[src/rtl/rotary_counter_if.sv]
// Event/acknowledge link between the encoder decoder and the position counter,
// plus the position outputs toward display/application logic.
interface rotary_counter_if #(
  parameter int WIDTH = 8
);
  logic             rotl_in;
  logic             rotr_in;
  logic             push_in;
  logic             read;
  logic [WIDTH-1:0] value;
  logic             fast;
  logic             upd;
  logic             err;

  // decoder / stimulus side
  modport master (
    output rotl_in, rotr_in, push_in,
    input  read, value, fast, upd, err
  );

  // counter side
  modport slave (
    input  rotl_in, rotr_in, push_in,
    output read, value, fast, upd, err
  );
endinterface

[src/rtl/rotary_counter.sv]
// Bounded position counter driven by latched rotary encoder events.
// Each event is sampled once in IDLE, applied, then acknowledged via read
// until the decoder has cleared all of its flags.
module rotary_counter #(
  parameter int WIDTH     = 8,
  parameter int MIN_VAL   = 0,
  parameter int MAX_VAL   = 255,
  parameter int STEP_FAST = 10,
  parameter int WRAP      = 1
) (
  input logic             clk,
  input logic             clr,
  rotary_counter_if.slave bus
);
  localparam int W1 = WIDTH + 1;
  // one extra bit so v+step and v+span never overflow
  localparam logic [WIDTH:0] MIN_W  = W1'(MIN_VAL);
  localparam logic [WIDTH:0] MAX_W  = W1'(MAX_VAL);
  localparam logic [WIDTH:0] SPAN_W = W1'(MAX_VAL - MIN_VAL + 1);
  localparam logic [WIDTH:0] FAST_W = W1'(STEP_FAST);
  localparam logic [WIDTH:0] ONE_W  = W1'(1);

  typedef enum logic {IDLE, ACK} state_t;

  state_t           state_q, state_d;
  logic [WIDTH-1:0] value_q;
  logic             fast_q, upd_q, err_q, read_c;
  logic             any_flag, take, is_inc, is_dec;
  logic [WIDTH:0]   step, cur, inc, nxt;

  assign any_flag = bus.rotl_in | bus.rotr_in | bus.push_in;
  assign take     = (state_q == IDLE) && any_flag;
  assign is_inc   = bus.rotr_in && !bus.rotl_in;
  assign is_dec   = bus.rotl_in && !bus.rotr_in;

  // state register
  always_ff @(posedge clk) begin
    if (clr) state_q <= IDLE;
    else     state_q <= state_d;
  end

  // next state: leave ACK only once the decoder has dropped every flag
  always_comb begin
    state_d = state_q;
    case (state_q)
      IDLE:    if (any_flag)  state_d = ACK;
      ACK:     if (!any_flag) state_d = IDLE;
      default: state_d = IDLE;
    endcase
  end

  // FSM output: read follows the (registered) state
  always_comb begin
    read_c = (state_q == ACK);
  end

  // next position; step uses the pre-toggle fast mode
  always_comb begin
    step = fast_q ? FAST_W : ONE_W;
    cur  = {1'b0, value_q};
    inc  = cur + step;
    nxt  = cur;
    if (is_inc) begin
      if (inc > MAX_W) nxt = (WRAP != 0) ? inc - SPAN_W : MAX_W;
      else             nxt = inc;
    end else if (is_dec) begin
      if (cur < MIN_W + step) nxt = (WRAP != 0) ? cur + SPAN_W - step : MIN_W;
      else                    nxt = cur - step;
    end
  end

  // position, mode, update strobe and sticky error
  always_ff @(posedge clk) begin
    if (clr) begin
      value_q <= MIN_W[WIDTH-1:0];
      fast_q  <= 1'b0;
      upd_q   <= 1'b0;
      err_q   <= 1'b0;
    end else begin
      upd_q <= take && ((nxt != cur) || bus.push_in);
      if (take) begin
        value_q <= nxt[WIDTH-1:0];
        fast_q  <= fast_q ^ bus.push_in;
        if (bus.rotl_in && bus.rotr_in) err_q <= 1'b1;
      end
    end
  end

  assign bus.read  = read_c;
  assign bus.value = value_q;
  assign bus.fast  = fast_q;
  assign bus.upd   = upd_q;
  assign bus.err   = err_q;
endmodule

[src/flat_wrapper.sv]
// flat-port wrapper written by rule: the top's interface ports become plain ports
module rotary_counter_flat 
#(
  parameter int WIDTH     = 8,
  parameter int MIN_VAL   = 0,
  parameter int MAX_VAL   = 255,
  parameter int STEP_FAST = 10,
  parameter int WRAP      = 1
)
  (clk, clr, bus_rotl_in, bus_rotr_in, bus_push_in, bus_read, bus_value, bus_fast, bus_upd, bus_err);
  rotary_counter_if #(.WIDTH(WIDTH)) bus_i ();
  input logic clk;
  input logic clr;
  input wire logic [$bits(bus_i.rotl_in)-1:0] bus_rotl_in;
  input wire logic [$bits(bus_i.rotr_in)-1:0] bus_rotr_in;
  input wire logic [$bits(bus_i.push_in)-1:0] bus_push_in;
  output wire logic [$bits(bus_i.read)-1:0] bus_read;
  output wire logic [$bits(bus_i.value)-1:0] bus_value;
  output wire logic [$bits(bus_i.fast)-1:0] bus_fast;
  output wire logic [$bits(bus_i.upd)-1:0] bus_upd;
  output wire logic [$bits(bus_i.err)-1:0] bus_err;
  assign bus_i.rotl_in = bus_rotl_in;
  assign bus_i.rotr_in = bus_rotr_in;
  assign bus_i.push_in = bus_push_in;
  assign bus_read = bus_i.read;
  assign bus_value = bus_i.value;
  assign bus_fast = bus_i.fast;
  assign bus_upd = bus_i.upd;
  assign bus_err = bus_i.err;
  rotary_counter #(.WIDTH(WIDTH), .MIN_VAL(MIN_VAL), .MAX_VAL(MAX_VAL), .STEP_FAST(STEP_FAST), .WRAP(WRAP)) u_core (.clk(clk), .clr(clr), .bus(bus_i));
endmodule
[config.mk]
export PLATFORM = sky130hd
export DESIGN_NAME = rotary_counter_flat
export DESIGN_NICKNAME = d
export VERILOG_FILES = /design/src/rtl/rotary_counter_if.sv /design/src/rtl/rotary_counter.sv /design/src/flat_wrapper.sv
export SDC_FILE = /design/constraint.sdc
export NUM_CORES = 1
export LEC_CHECK = 0
export BUFFER_PORTS_ARGS = -buffer_cell sky130_fd_sc_hd__buf_2
export CORE_AREA = 2 2 46 48
export DETAILED_ROUTE_END_ITERATION = 12
export DIE_AREA = 0 0 48 50
export PLACE_DENSITY = 0.78
export SLEW_MARGIN = 30
export SYNTH_ARGS = -nofsm -noshare
export SYNTH_HDL_FRONTEND = slang
export SYNTH_SLANG_ARGS = --single-unit
[constraint.sdc]
create_clock -name clk -period 2.2 [get_ports clk]
set_input_delay 0.66 -clock clk [delete_from_list [all_inputs] [get_ports clk]]
set_output_delay 0.66 -clock clk [all_outputs]
set_load 0.05 [all_outputs]
Word-level counts from Yosys, hierarchy flattened
Cells that the tools add are included.
W data, S select, Z words.

storage, ports and cells
  register bits = 12
  output and inout bits = 12
  logic and storage cells = 32

cells by class
  $add $sub $neg = 5
  magnitude comparators = 2
  equality and inequality tests = 1
  multiplexer cells = 6
  bitwise operators = 4
  reduce and logical (&&, ||, !) cells = 9

operators with widths
  cell                   number
  $mux W9                4
  $add A8 B9 Y9          1
  $add A8 B9 Y9 const B  1
  $gt A9 B8 Y1 const B   1
  $lt A8 B9 Y1           1
  $ne A9 B8 Y1           1
  $sub A8 B9 Y9          1
  $sub A9 B9 Y9          1
  $sub A9 B9 Y9 const B  1
  $logic_and A1 B1 Y1    5
  $mux W4                1
  $logic_not A1 Y1       2
  $or A1 B1 Y1           2
  $reduce_and A2 Y1      1
  $logic_or A1 B1 Y1     1
  $mux W1                1
  $not A1 Y1             1
  $xor A1 B1 Y1          1

Logic depth before layout (Yosys ltp)
  depth after elaboration = 8
  mapped depth = 9

Worst setup path after synthesis
OpenSTA, ideal clock, no wires.

  path type = flip-flop to flip-flop
  from = register u_core.fast_q (netlist: u_core.bus.fast)
  to = register u_core.upd_q (netlist: u_core.bus.upd)
  arrival time = 2.351 ns
  setup slack = -0.285 ns
  cell stages (with the launch flop) = 9
  period minus slack after synthesis = 2.485 ns
  cells stage by stage = dfxtp_1 -> inv_1 -> ha_1 -> inv_1 -> fa_1 -> a221oi_1 -> a21oi_1 -> a211oi_1 -> a311oi_1

between the ends
  word-level cells in the longest chain between the ends = 8
  elaborated cells on any way between the ends = 14

RTL lines
  element                                line                                        source
  start, declared                        rotary_counter.sv:27                        logic fast_q, upd_q, err_q, read_c;
  start signal, assigned                 rotary_counter.sv:83                        fast_q <= fast_q ^ bus.push_in;
  $mux W4 (*)                            rotary_counter.sv:59                        step = fast_q ? FAST_W : ONE_W;
  $add A8 B9 Y9 (tied with other cells)  rotary_counter.sv:61                        inc = cur + step;
  $sub A9 B9 Y9 (tied with other cells)  rotary_counter.sv:64                        if (inc > MAX_W) nxt = (WRAP != 0) ? inc - SPAN_W : MAX_W;
  $mux W9, on equally long branches      rotary_counter.sv:64, rotary_counter.sv:66
  $mux W9 (*)                            rotary_counter.sv:63                        if (is_inc) begin
  $ne A9 B8 Y1 (*)                       rotary_counter.sv:80                        upd_q <= take && ((nxt != cur) || bus.push_in);
  $logic_or A1 B1 Y1 (*)                 rotary_counter.sv:80
  $logic_and A1 B1 Y1 (*)                rotary_counter.sv:80
  end signal, assigned                   rotary_counter.sv:80
  end, declared                          rotary_counter.sv:27

Mark *: on every way between the ends. The rest lies on a longest branch, timed or not.
A chain may end at the register's enable or synchronous reset.

Final worst setup path
Same ends and word-level chain as after synthesis.

==> reports/metrics.yaml <==
status: "complete, no violations"
post-route-period-util_pct: 95.1
vias: 886
yosysWarnings: 0
antenna_left: 0
die-width_um: 48
synth.net_count: 120
tightest_slew_ps: 381
finalNetCount: 142
die_y_um: 50
rows: 16
die-area_mm2: 0.00240
ctsHoldBuffers: 0
grt_pass1_vias: 828
synth_area_leader_cell: "dfxtp_1"
path_class: "reg -> reg"
clock_sinks: 12
syn_area_um2: 901
cts_root_buf: "clkbuf_4"
drtPass1Iterations: 4
cts_tree: "done"
layout-drive-gt1-share_pct: 24.2
regArea_um2: 245
num_io_pins: 17
finalCriticalPeriod_ps: 2090
max_freq_mhz: 478
yosys-top-cells-area: "dfxtp_1 (27%), ha_1 (8.3%), xnor2_1 (7.8%)"
grtUsageTotal_pct: 22.3
cts_buffer_depth: 2
clkTransAtPathRegs_ps: 80
ys_ff_latch: 12
max_stage_delay_ps: 390
p_seq_share_pct: 34.4
diodes: 0
power.switching_uw: 309
cp.arrival_ps: 2290
end_kind: "flop"
max_slew_margin_pct: 74.3
hp-class: "reg -> reg"
multi_input_area_um2: 633
yosys.area_share.simple_pct: 26.4
synth-adder-area-share_pct: 12.8
h-tree-depth: 1
synth_top_area_share_pct: 26.7
gp_congestion: 0.915
cts_inserted_buffers: 3
start_util_pct: 47.4
p_clk_share_pct: 23.8
maxCapViolCount: 0
routed_via_density: 5.72
syn_to_final_growth_pct: 18.8
synthCells: 107
combPwrFrac_pct: 41.8
synth_edf_count: 0
synth_top_family_by_area: "simple AND/OR/NAND/NOR gates"
grt_pass1_wl_um: 3760
grt.overflow.total: 0
antenna_found_initial: 0
synth_xor_xnor_area_share_pct: 9.72
grt_setup_unrepaired: "false"
synth_compound_area_share_pct: 20.1
core_mm2: 0.00190
grt_start_max_net_pins: 14
fin_tns_setup_ps: 0
irDropWorstVdd_v: 0.000323
wirelength_um: 2290
finClkSkew_ps: 3.06
seq_area_frac_synth_pct: 26.7
utilization_pct: 56.3
critPathMaxFanout: 6
synthFlopType: "dfxtp_1"
power_density_mw_per_mm2: 719
yosysUniqueCellTypes: 38
io_buffer_count: 16
slowest_stage: "dfxtp_4"
p_int_uw: 460
setup_viol: 0
clkLatencyLatePin_ps: 290
worstPathCellList: "inv_1 > buf_4 > ha_1 > nor2b_1 > o31a_1 > o22ai_1 > a21oi_1 > a311oi_1"
fillers: 176
crit_path_start_kind: "flop"
yosys-mux-area-fraction_pct: 1.25
route.detailed.drc: 0
dp_hpwl_um: 1780
wl_per_cell_um: 14.8
switching_share_pct: 40.2
async_flop_share_pct: 0
synth_area_per_cell_um2: 8.42
drtIter0Drc: 25
critical_path_required_ps: 2400
p_leak_nw: 0.452
final-hold-violation-count: 0
slew_viol_final: 0
[layer usage]
layer	GRT usage [%]	vias up	wire length [um]
met5	0	-	0
met4	14.9	0	55
met3	4.03	5	147
met2	31.1	33	1170
met1	30.1	420	919
li1	-	428	-
[flip-flops by register name, summed over array words and instances (netlist names)]
register,cells
u_core.bus.read,1
u_core.bus.err,1
u_core.bus.value,8
u_core.bus.upd,1
u_core.bus.fast,1
[layout make-up]
class / count / share of cell area (%)
multi-input cells: 88 / 59.2
flip-flops and latches: 12 / 22.9
repair buffers: 19 / 9.59
clock buffers: 4 / 3.39
well taps: 27 / 3.16
inverters: 5 / 1.75
[power by group through the flow]
| stage | logic, mW | registers (mW) | clock network [mW] |
|---|---|---|---|
| after floorplan | 0.180 | 0.327 | 0 |
| after detailed placement | 0.319 | 0.270 | 0 |
| after global placement | 0.309 | 0.268 | 0 |
| after CTS | 0.320 | 0.264 | 0.186 |
| after global routing | 0.346 | 0.270 | 0.195 |
| final | 0.322 | 0.265 | 0.183 |
[what timing repair did]
| item | in CTS | in global routing |
|---|---|---|
| endpoints found under the setup margin | 0 | 1 |
| buffers inserted | 0 | 0 |
| gates resized for setup | 0 | 1 |
[Yosys cell counts (2+ instances only)]
cell type	instances
o21ai_0	5
a211oi_1	3
nand4b_1	2
fa_1	2
or2_2	2
ha_1	6
xor2_1	2
nor2_1	16
nand3b_1	2
nor3_1	3
a21oi_1	8
xnor2_1	8
nor2b_1	7
o22ai_1	2
dfxtp_1	12
inv_1	5
[logic make-up after synthesis]
| logic type | count (synthesis) |
|---|---|
| AOI/OAI and AO/OA | 28 |
| buffers and inverters | 7 |
| and+or+nand+nor | 41 |
| adders and majority gates | 8 |
| muxes | 1 |
| DFF | 12 |
| xor gates and xnor gates | 10 |
[placed cells by master (no fill, tap or decap), types with 2 or more instances in the layout]
cell       n
nor2_1    16
buf_2     16
dfxtp_1   10
xnor2_1    8
a21oi_1    8
nor2b_1    7
ha_1       6
inv_1      5
o21ai_0    4
a211oi_1   3
nor3_1     3
clkbuf_4   3
buf_4      3
o21ai_1    2
nand3b_1   2
nand4b_1   2
xor2_1     2
or2_2      2
o22ai_1    2
fa_1       2
[metrics by stage]
step | worst slack (ps) | instance area (um^2) | cells | total power [mW] | hold WS, ps
floorplan | 40.9 | 906 | 107 | 0.508 | 628
global placement | 154 | 1030 | 151 | 0.578 | 444
detailed placement | 134 | 1030 | 151 | 0.588 | 459
CTS | 123 | 1070 | 155 | 0.770 | 475
global route | 3.22 | 1070 | 155 | 0.811 | 497
finish | 109 | 1070 | 155 | 0.769 | 469
[worst max-delay path, delay by kind of cell, from the launching register on]
kind                     cells  cell delay [ps]
buffers and inverters        2              240
flip-flops                   1              390
AND/OR/NAND/NOR              1              160
adder cells (fa/ha/maj)      1              300
AO/OA/AOI/OAI                4              900
[worst paths after layout]
path / start / end / slack, ps / cells past startpoint
setup / recovery: u_core.bus.fast$_SDFFE_PP0P_ / u_core.bus.upd$_SDFF_PP0_ / 110 / 8
hold / removal: u_core.bus.err$_SDFFE_PP0P_ / u_core.bus.err$_SDFFE_PP0P_ / 470 / 2
setup reg to reg: u_core.bus.fast$_SDFFE_PP0P_ / u_core.bus.upd$_SDFF_PP0_ / 110 / 8
hold reg to reg: u_core.bus.err$_SDFFE_PP0P_ / u_core.bus.err$_SDFFE_PP0P_ / 470 / 2
Power figures use the tool's default switching activity.
